`config.mk`:
```
export PLATFORM = sky130hd
export DESIGN_NAME = mem_seq_32kx12
export DESIGN_NICKNAME = d
export VERILOG_FILES = /design/src/rtl/pdp8_mem_pkg.sv /design/src/rtl/mem_arb2.sv /design/src/rtl/mem_seq_32kx12.sv
export SDC_FILE = /design/constraint.sdc
export NUM_CORES = 1
export LEC_CHECK = 0
export CORE_ASPECT_RATIO = 2
export CORE_UTILIZATION = 38
export DETAILED_ROUTE_END_ITERATION = 8
export GPL_ROUTABILITY_DRIVEN = 0
export GPL_TIMING_DRIVEN = 1
export PLACE_DENSITY = 0.71
export SLEW_MARGIN = 5
export SYNTH_ARGS = -nofsm -noshare
export SYNTH_HDL_FRONTEND = slang
export SYNTH_SLANG_ARGS = --single-unit
```
`constraint.sdc`:
```
create_clock -name clk -period 1.5 [get_ports clk]
set_input_delay 0.45 -clock clk [delete_from_list [all_inputs] [get_ports clk]]
set_output_delay 0.45 -clock clk [all_outputs]
set_load 0.05 [all_outputs]
```
`src/rtl/pdp8_mem_pkg.sv`:
```
// Shared types and widths for the PDP-8 32Kx12 memory sequencer.
// Also holds the default strobe timings.
package pdp8_mem_pkg;

    localparam int MA_W   = 12;
    localparam int FLD_W  = 3;
    localparam int RA_W   = 15;
    localparam int WORD_W = 12;
    localparam int CNT_W  = 4;

    localparam int RD_WAIT_DEF  = 2;
    localparam int WR_PULSE_DEF = 2;

    typedef enum logic [2:0] {
        S_IDLE,
        S_SETUP,
        S_RDWAIT,
        S_STROBE,
        S_HOLD,
        S_DONE
    } state_t;

    // Field is the top of the RAM address; nothing carries out of it.
    function automatic logic [RA_W-1:0] mk_addr(
        input logic [FLD_W-1:0] f,
        input logic [MA_W-1:0]  a
    );
        return {f, a};
    endfunction

endpackage

```
`src/rtl/mem_arb2.sv`:
```
// Fixed-priority two-way request select; the high input always wins.
// Used for data-break (DMA) ahead of the CPU when MEM_DMA_EN is defined.
module mem_arb2 (
    input  logic i_req_hi,
    input  logic i_req_lo,
    output logic o_gnt_hi,
    output logic o_gnt_lo,
    output logic o_any
);

    assign o_gnt_hi = i_req_hi;
    assign o_gnt_lo = i_req_lo & ~i_req_hi;
    assign o_any    = i_req_hi | i_req_lo;

endmodule

```
`src/rtl/mem_seq_32kx12.sv`:
```
// Sequencer from the PDP-8 memory port to a 32Kx12 async SRAM.
// Define MEM_DMA_EN to add a data-break requester with priority.
module mem_seq_32kx12
    import pdp8_mem_pkg::*;
#(
    parameter int RD_WAIT  = RD_WAIT_DEF,
    parameter int WR_PULSE = WR_PULSE_DEF
) (
    input  logic              clk,
    input  logic              reset_n,
    input  logic              cpu_req,
    input  logic              cpu_we,
    input  logic [FLD_W-1:0]  cpu_field,
    input  logic [MA_W-1:0]   cpu_addr,
    input  logic [WORD_W-1:0] cpu_wdata,
    output logic              cpu_ack,
    output logic [WORD_W-1:0] cpu_rdata,
`ifdef MEM_DMA_EN
    input  logic              dma_req,
    input  logic              dma_we,
    input  logic [FLD_W-1:0]  dma_field,
    input  logic [MA_W-1:0]   dma_addr,
    input  logic [WORD_W-1:0] dma_wdata,
    output logic              dma_ack,
`endif
    output logic              busy,
    output logic [RA_W-1:0]   ram_a,
    output logic [WORD_W-1:0] ram_di,
    input  logic [WORD_W-1:0] ram_do,
    output logic              ram_ce_n,
    output logic              ram_we_n
);

    localparam logic [CNT_W-1:0] RD_LOAD = CNT_W'(RD_WAIT - 1);
    localparam logic [CNT_W-1:0] WR_LOAD = CNT_W'(WR_PULSE - 1);

    state_t            r_state;
    state_t            w_state_nx;
    logic [CNT_W-1:0]  r_cnt;
    logic [CNT_W-1:0]  w_cnt_nx;
    logic              r_op_we;
    logic              w_op_we_nx;
    logic [RA_W-1:0]   r_ram_a;
    logic [RA_W-1:0]   w_ram_a_nx;
    logic [WORD_W-1:0] r_ram_di;
    logic [WORD_W-1:0] w_ram_di_nx;
    logic              r_ce_n;
    logic              w_ce_n_nx;
    logic              r_we_n;
    logic              w_we_n_nx;
    logic [WORD_W-1:0] r_rdata;
    logic [WORD_W-1:0] w_rdata_nx;
    logic              r_ack;
    logic              w_ack_nx;

    logic              w_req;
    logic              w_sel_we;
    logic [FLD_W-1:0]  w_sel_field;
    logic [MA_W-1:0]   w_sel_addr;
    logic [WORD_W-1:0] w_sel_wdata;

`ifdef MEM_DMA_EN
    logic r_src_dma;
    logic w_src_dma_nx;
    logic w_gnt_dma;
    logic w_gnt_cpu;

    mem_arb2 u_arb (
        .i_req_hi (dma_req),
        .i_req_lo (cpu_req),
        .o_gnt_hi (w_gnt_dma),
        .o_gnt_lo (w_gnt_cpu),
        .o_any    (w_req)
    );

    assign w_sel_we    = w_gnt_dma ? dma_we    : cpu_we;
    assign w_sel_field = w_gnt_dma ? dma_field : cpu_field;
    assign w_sel_addr  = w_gnt_dma ? dma_addr  : cpu_addr;
    assign w_sel_wdata = w_gnt_dma ? dma_wdata : cpu_wdata;
    assign w_src_dma_nx = (r_state == S_IDLE && w_req) ? w_gnt_dma : r_src_dma;

    always_ff @(posedge clk or negedge reset_n) begin
        if (!reset_n) r_src_dma <= 1'b0;
        else          r_src_dma <= w_src_dma_nx;
    end

    assign cpu_ack = r_ack & ~r_src_dma;
    assign dma_ack = r_ack & r_src_dma;
    wire   w_unused_gnt = w_gnt_cpu;
`else
    assign w_req       = cpu_req;
    assign w_sel_we    = cpu_we;
    assign w_sel_field = cpu_field;
    assign w_sel_addr  = cpu_addr;
    assign w_sel_wdata = cpu_wdata;
    assign cpu_ack     = r_ack;
`endif

    always_ff @(posedge clk or negedge reset_n) begin
        if (!reset_n) begin
            r_state  <= S_IDLE;
            r_cnt    <= '0;
            r_op_we  <= 1'b0;
            r_ram_a  <= '0;
            r_ram_di <= '0;
            r_ce_n   <= 1'b1;
            r_we_n   <= 1'b1;
            r_rdata  <= '0;
            r_ack    <= 1'b0;
        end else begin
            r_state  <= w_state_nx;
            r_cnt    <= w_cnt_nx;
            r_op_we  <= w_op_we_nx;
            r_ram_a  <= w_ram_a_nx;
            r_ram_di <= w_ram_di_nx;
            r_ce_n   <= w_ce_n_nx;
            r_we_n   <= w_we_n_nx;
            r_rdata  <= w_rdata_nx;
            r_ack    <= w_ack_nx;
        end
    end

    // Strobes are computed one cycle ahead so the RAM pins come straight off flops.
    always_comb begin
        w_state_nx  = r_state;
        w_cnt_nx    = r_cnt;
        w_op_we_nx  = r_op_we;
        w_ram_a_nx  = r_ram_a;
        w_ram_di_nx = r_ram_di;
        w_ce_n_nx   = r_ce_n;
        w_we_n_nx   = r_we_n;
        w_rdata_nx  = r_rdata;
        w_ack_nx    = 1'b0;
        unique case (r_state)
            S_IDLE: begin
                if (w_req) begin
                    w_ram_a_nx  = mk_addr(w_sel_field, w_sel_addr);
                    w_ram_di_nx = w_sel_wdata;
                    w_op_we_nx  = w_sel_we;
                    w_ce_n_nx   = 1'b0;
                    w_state_nx  = S_SETUP;
                end
            end
            S_SETUP: begin
                if (r_op_we) begin
                    w_cnt_nx   = WR_LOAD;
                    w_we_n_nx  = 1'b0;
                    w_state_nx = S_STROBE;
                end else begin
                    w_cnt_nx   = RD_LOAD;
                    w_state_nx = S_RDWAIT;
                end
            end
            S_RDWAIT: begin
                if (r_cnt == '0) begin
                    w_rdata_nx = ram_do;
                    w_ce_n_nx  = 1'b1;
                    w_ack_nx   = 1'b1;
                    w_state_nx = S_DONE;
                end else begin
                    w_cnt_nx = r_cnt - 1'b1;
                end
            end
            S_STROBE: begin
                if (r_cnt == '0) begin
                    w_we_n_nx  = 1'b1;
                    w_state_nx = S_HOLD;
                end else begin
                    w_cnt_nx = r_cnt - 1'b1;
                end
            end
            S_HOLD: begin
                w_ce_n_nx  = 1'b1;
                w_ack_nx   = 1'b1;
                w_state_nx = S_DONE;
            end
            S_DONE: begin
                w_state_nx = S_IDLE;
            end
            default: begin
                w_ce_n_nx  = 1'b1;
                w_we_n_nx  = 1'b1;
                w_state_nx = S_IDLE;
            end
        endcase
    end

    assign busy      = (r_state != S_IDLE);
    assign ram_a     = r_ram_a;
    assign ram_di    = r_ram_di;
    assign ram_ce_n  = r_ce_n;
    assign ram_we_n  = r_we_n;
    assign cpu_rdata = r_rdata;

endmodule
```
# ---- Word-level counts from Yosys, hierarchy flattened
# Cells that the tools add are included.
dict set report totals {
  out_inout_bits 43
  word_cells 49
  in_bits 43
  register_bits 50
}
dict set report classes {
  n_mux 14
  bitwise 2
  n_eq_ne 10
  reduce_logical 13
  addsub 1
}
# cell n
set ops {}
lappend ops {{3-bit one-hot mux with 5 select lines} 1}
lappend ops {{2-bit inequality test (second input constant)} 5}
lappend ops {{3-bit two-way mux} 3}
lappend ops {{3-bit AND reduction} 3}
lappend ops {{4-bit one-hot mux with 2 select lines} 1}
lappend ops {{3-bit by 2-bit == test with 1-bit output (second input constant)} 2}
lappend ops {{3-bit == test (second input constant)} 2}
lappend ops {{1-bit one-hot mux with 3 select lines} 2}
lappend ops {{2-bit AND reduction} 3}
lappend ops {{1-bit two-way mux} 5}
lappend ops {{4-bit logical NOT} 1}
lappend ops {{4-bit two-way mux} 1}
lappend ops {{4-bit OR reduction} 1}
lappend ops {{4-bit by 1-bit subtractor with 4-bit output (second input constant)} 1}
lappend ops {{3-bit by 1-bit == test with 1-bit output (second input constant)} 1}
lappend ops {{3-bit logical NOT} 1}
lappend ops {{3-bit nonzero test} 1}
lappend ops {{3-bit OR reduction} 1}
lappend ops {{1-bit NOT} 2}
lappend ops {{1-bit one-hot mux with 2 select lines} 1}
lappend ops {{2-bit nonzero test} 1}
lappend ops {{2-bit OR reduction} 1}

# ---- Longest topological paths before layout
dict set report depth {
  word_depth 4
  ltp_mapped 7
  mapped_depth_nobuf 5
}

# ---- Least setup slack after synthesis
# No wires, ideal clock.
dict set report synth_timing {
  path_kind {reg2reg}
  startpoint {reg r_cnt[0]}
  endpoint {reg r_rdata[0], in the netlist cpu_rdata[0]}
  path_stages_with_launch 8
  path_buffers 2
  slack_ns -0.157
  synth_period_minus_slack_ns 1.657
  required_time_ns 1.375
  t_arrival_ns 1.532
  setup_ns 0.125
  path_cell_list {dfrtp_1 -> inv_1 -> ha_1 -> nor4bb_1 -> buf_4 -> nand2_4 -> buf_6 -> mux2_4}
}
dict set report synth_via {
  elab_chain_cells 2
}
# item line
set synth_rtl {}
lappend synth_rtl {{from (decl)} mem_seq_32kx12.sv:39} ;# logic [CNT_W-1:0] r_cnt;
lappend synth_rtl {{from (signal assigned)} mem_seq_32kx12.sv:112} ;# r_cnt <= w_cnt_nx;
lappend synth_rtl {{4-bit logical NOT} mem_seq_32kx12.sv:155} ;# if (r_cnt == '0) begin
lappend synth_rtl {{2-bit AND reduction (no source line)} --}
lappend synth_rtl {{to (signal assigned)} mem_seq_32kx12.sv:118} ;# r_rdata <= w_rdata_nx;
lappend synth_rtl {{to (decl)} mem_seq_32kx12.sv:51} ;# logic [WORD_W-1:0] r_rdata;
# Every way passes these cells.
# A chain may end at the register's enable or synchronous reset.

# ---- Worst setup path in the final report
dict set report layout_timing {
  startpoint {reg r_state[2]}
  endpoint {out busy}
}
dict set report layout_via {
  elab_chain_cells 1
}
# item line
set layout_rtl {}
lappend layout_rtl {{from (decl)} mem_seq_32kx12.sv:37} ;# state_t r_state;
lappend layout_rtl {{from (signal assigned)} mem_seq_32kx12.sv:111} ;# r_state <= w_state_nx;
lappend layout_rtl {{3-bit nonzero test} mem_seq_32kx12.sv:188} ;# assign busy = (r_state != S_IDLE);
lappend layout_rtl {{to (decl)} mem_seq_32kx12.sv:26} ;# output logic busy,
# Every way passes these cells.

==> metrics.csv <==
stage;metric;value;unit
drt;ant_nets;0;
pwr;p_sw_share;42.0;%
floorplan;core;5370;µm²
cells_and_area;final_util;71.1;%
setup_path;cpPeakStageDelay;0.41;ns
pwr;p_sw;4.53;mW
sta;finalWorstSetupSlack;-0.230;ns
pwr;pwr-share-seq;25.8;%
grt;antenna_found_initial;0;
clock_tree;clk_pin_slew;0.08;ns
grt;grt_max_degree;40;
grt;globalRouteTotalUtil;19.2;%
cells_and_area;syn_to_final_growth;81.8;%
grt;grt_pass1_wl;7710;µm
clock_tree;clock_sinks;50;
setup_path;r2r_start;r_cnt[0]$_DFFE_PN0P_;
cells_and_area;diodes;0;
pwr;leakage;1.72;nW
clock_tree;cts_tree;built;
clock_tree;cts.hold.buffers_added;0;
setup_path;crit_path_end_kind;output pin;
drt;drt_iter0_drc;33;
floorplan;initial_core_util;39.1;%
setup_path;cp.arrival;1.28;ns
pwr;p_int;6.24;mW
drt;dr.pass1.iters;4;
cells_and_area;nets;296;
placement;post-dp-hpwl;3720;µm
setup_path;cp_max_fo;2;
sta;drv_slew;0;
sta;hold_viol_final;0;
drt;vias;1551;
sta;skew;0.00484;ns
grt;grt_pass1_vias;1581;
placement;portBuffers;85;
setup_path;reg2reg_to;cpu_rdata[11]$_DFFE_PN0P_;
placement;dp.cells;295;
sta;min_period;1.73;ns
floorplan;pin_count;86;
setup_path;path_cells;or3_4, buf_8;
placement;place_ws;-0.281;ns
outcome;status;complete, but fails checks;
cells_and_area;fill_cells;353;
setup_path;cp_slowest_cell;or3_4;
logic_synthesis;synth_top_area_share;57.2;%
logic_synthesis;syn-num-nets;186;
clock_tree;htreeDepth;2;
setup_path;cp-start-kind;flip-flop;
clock_tree;clock_latency;0.31;ns
logic_synthesis;yosys-top-cells-area;dfrtp_1, mux2_4, mux2_2;
logic_synthesis;syn-mean-instance-area;14.8;µm²
pwr;combPwrFrac;67.3;%
sta;relSlewSlack;71.4;%
clock_tree;numCtsBuffers;5;
logic_synthesis;synth-seq-area-share;59.7;%
drt;via_per_inst;4.97;
clock_tree;cts_max_path_buffers;2;
pwr;clkPwrFrac;7.0;%
sta;timing.final.crit_share;115;%
clock_tree;cts_root_buffer;clkbuf_8;
drt;wl_per_cell;17.6;µm
floorplan;rows;38;
sta;rsz0062_at_grt;yes;
cells_and_area;drive_above_1_share;49.6;%
setup_path;r2r_cells;6;
pwr;p_per_area;2820;nW/µm²
setup_path;cp.required;1.05;ns
setup_path;crit_type;reg -> out;
floorplan;die-area;5850;µm²
sta;clock.fmax;578;MHz
cells_and_area;fin_cells;312;
floorplan;die_w;54.6;µm
outcome;violations;setup timing;
grt;gr-total-overflow;0;
logic_synthesis;yosysWarningCount;0;
sta;worstMarginPinSlew;0.428;ns
logic_synthesis;synth_area;2100;µm²
logic_synthesis;syn_inst;142;
drt;totalWireLength;5500;µm
logic_synthesis;synth_area_leader_cell;dfrtp_1;
floorplan;die_h;107;µm
logic_synthesis;synth.distinct_cells;28;
drt;drc_errors;0;
run;drv_cap;0;
sta;finalSetupViolCount;14;
logic_synthesis;synth-seq-cells;50;
worst_hold_path;hold_class;in -> async;
pwr;ir_worst_vdd;1.88;mV
setup_path;r2r_slack;-0.07;ns
-- worst max-delay path by stage --
stage / slack [ns] / endpoint / start
after floorplan: -0.09 / cpu_rdata[0]$_DFFE_PN0P_ / r_cnt[0]$_DFFE_PN0P_
after global placement: -0.27 / cpu_rdata[11]$_DFFE_PN0P_ / r_cnt[1]$_DFFE_PN0P_
after detailed placement: -0.28 / ram_a[2]$_DFFE_PN0P_ / cpu_req
after CTS: -0.22 / busy / r_state[0]$_DFFE_PN0P_
after global routing: -0.27 / busy / r_state[2]$_DFFE_PN0P_
final: -0.23 / busy / r_state[2]$_DFFE_PN0P_
-- cells in the final DEF (no fill, tap or decap), types with 2 or more instances in the layout --
cell type and instances:
a21oi_1 3, clkbuf_8 5, nor2_1 3, buf_6 2, buf_12 45, mux2_4 30, nor3_1 2, dfstp_2 2
buf_4 18, clkbuf_1 2, clkdlybuf4s50_1 41, inv_1 4, dfrtp_1 48, nand2_8 2, nand2_1 6, o21ai_0 6
inv_2 2, nor4bb_1 2, mux2_2 10, or2b_1 2
-- worst max-delay path, delay by kind of cell (launching register included) --
family,cells,cell delay [ns]
AND/OR/NAND/NOR,1,0.41
flip-flops,1,0.40
buffers and inverters,1,0.16
-- cells by family (layout without fill, tap and decap cells) --
logic type,after synthesis,in the layout,share of synthesized area (%)
AOI/OAI and AO/OA,15,15,4.29
adders and majority gates,1,1,0.595
buffers and inverters,13,122,3.81
DFF,50,50,59.7
muxes,40,40,24.7
and+or+nand+nor,23,24,6.97
-- metrics by stage --
| step | total power, mW | TNS, ns | cell area (µm²) | hold WS, ns |
|---|---|---|---|---|
| global placement | 9.38 | -10.28 | 3530 | 0.349 |
| global route | 11.2 | -1.77 | 3820 | 0.0137 |
| detailed placement | 9.47 | -10.39 | 3530 | 0.349 |
| finish | 10.8 | -0.830 | 3820 | 0.0216 |
| floorplan | 6.05 | -0.846 | 2110 | 0.154 |
| CTS | 10.3 | -2.74 | 3640 | 0.00875 |
-- state kept, by name, summed over array words and instances, names as in the netlist --
| register | count |
|---|---|
| r_state | 3 |
| ram_di | 12 |
| cpu_ack | 1 |
| ram_ce_n | 1 |
| cpu_rdata | 12 |
| ram_we_n | 1 |
| ram_a | 15 |
| r_op_we | 1 |
| r_cnt | 4 |
-- synth_stat cells (all sizes together) --
| cell | count |
|---|---|
| mux2 | 40 |
| inv | 6 |
| o211ai | 1 |
| nand2 | 7 |
| clkbuf | 1 |
| and3 | 1 |
| o2111ai | 1 |
| buf | 6 |
| or2b | 2 |
| ha | 1 |
| or3 | 1 |
| o41ai | 1 |
| dfstp | 2 |
| a21oi | 3 |
| o32ai | 1 |
| nor2 | 4 |
| o21ai | 7 |
| a31oi | 1 |
| nor3 | 3 |
| dfrtp | 48 |
| or4 | 1 |
| nor4bb | 3 |
| nand3 | 1 |
-- layout make-up --
cell class / count / area [µm²] / share of cell area [%]
Timing Repair Buffer: 109 / 1510 / 39.6
Clock buffer: 7 / 76.3 / 2.00
Tap cell: 60 / 75.1 / 1.97
Sequential cell: 50 / 1250 / 32.8
Multi-Input combinational cell: 80 / 878 / 23.0
Inverter: 6 / 22.5 / 0.590
-- power groups by stage --
stage	Clock, mW	Combinational [mW]	Sequential [mW]
after global routing	0.826	7.53	2.86
after floorplan	0	1.56	4.49
after detailed placement	0	6.68	2.79
final	0.750	7.24	2.78
after CTS	0.791	6.79	2.75
after global placement	0	6.62	2.75
-- layer usage --
layer,routed length (µm),global-route usage [%],vias to the layer above,share of wire [%]
li1,-,-,715,-
met1,1940,20.1,773,35
met2,3150,32.5,51,57
met3,210,5.82,12,3.8
met4,193,10.1,0,3.5
met5,0,0,-,0
-- what timing repair did --
action	CTS	global route
buffers inserted	2	7
hold endpoints to repair	0	0
cloned	0	2
gates resized for setup	4	22
pin swaps	2	7
setup endpoints to repair	16	43
Power figures use the tool's default switching activity.
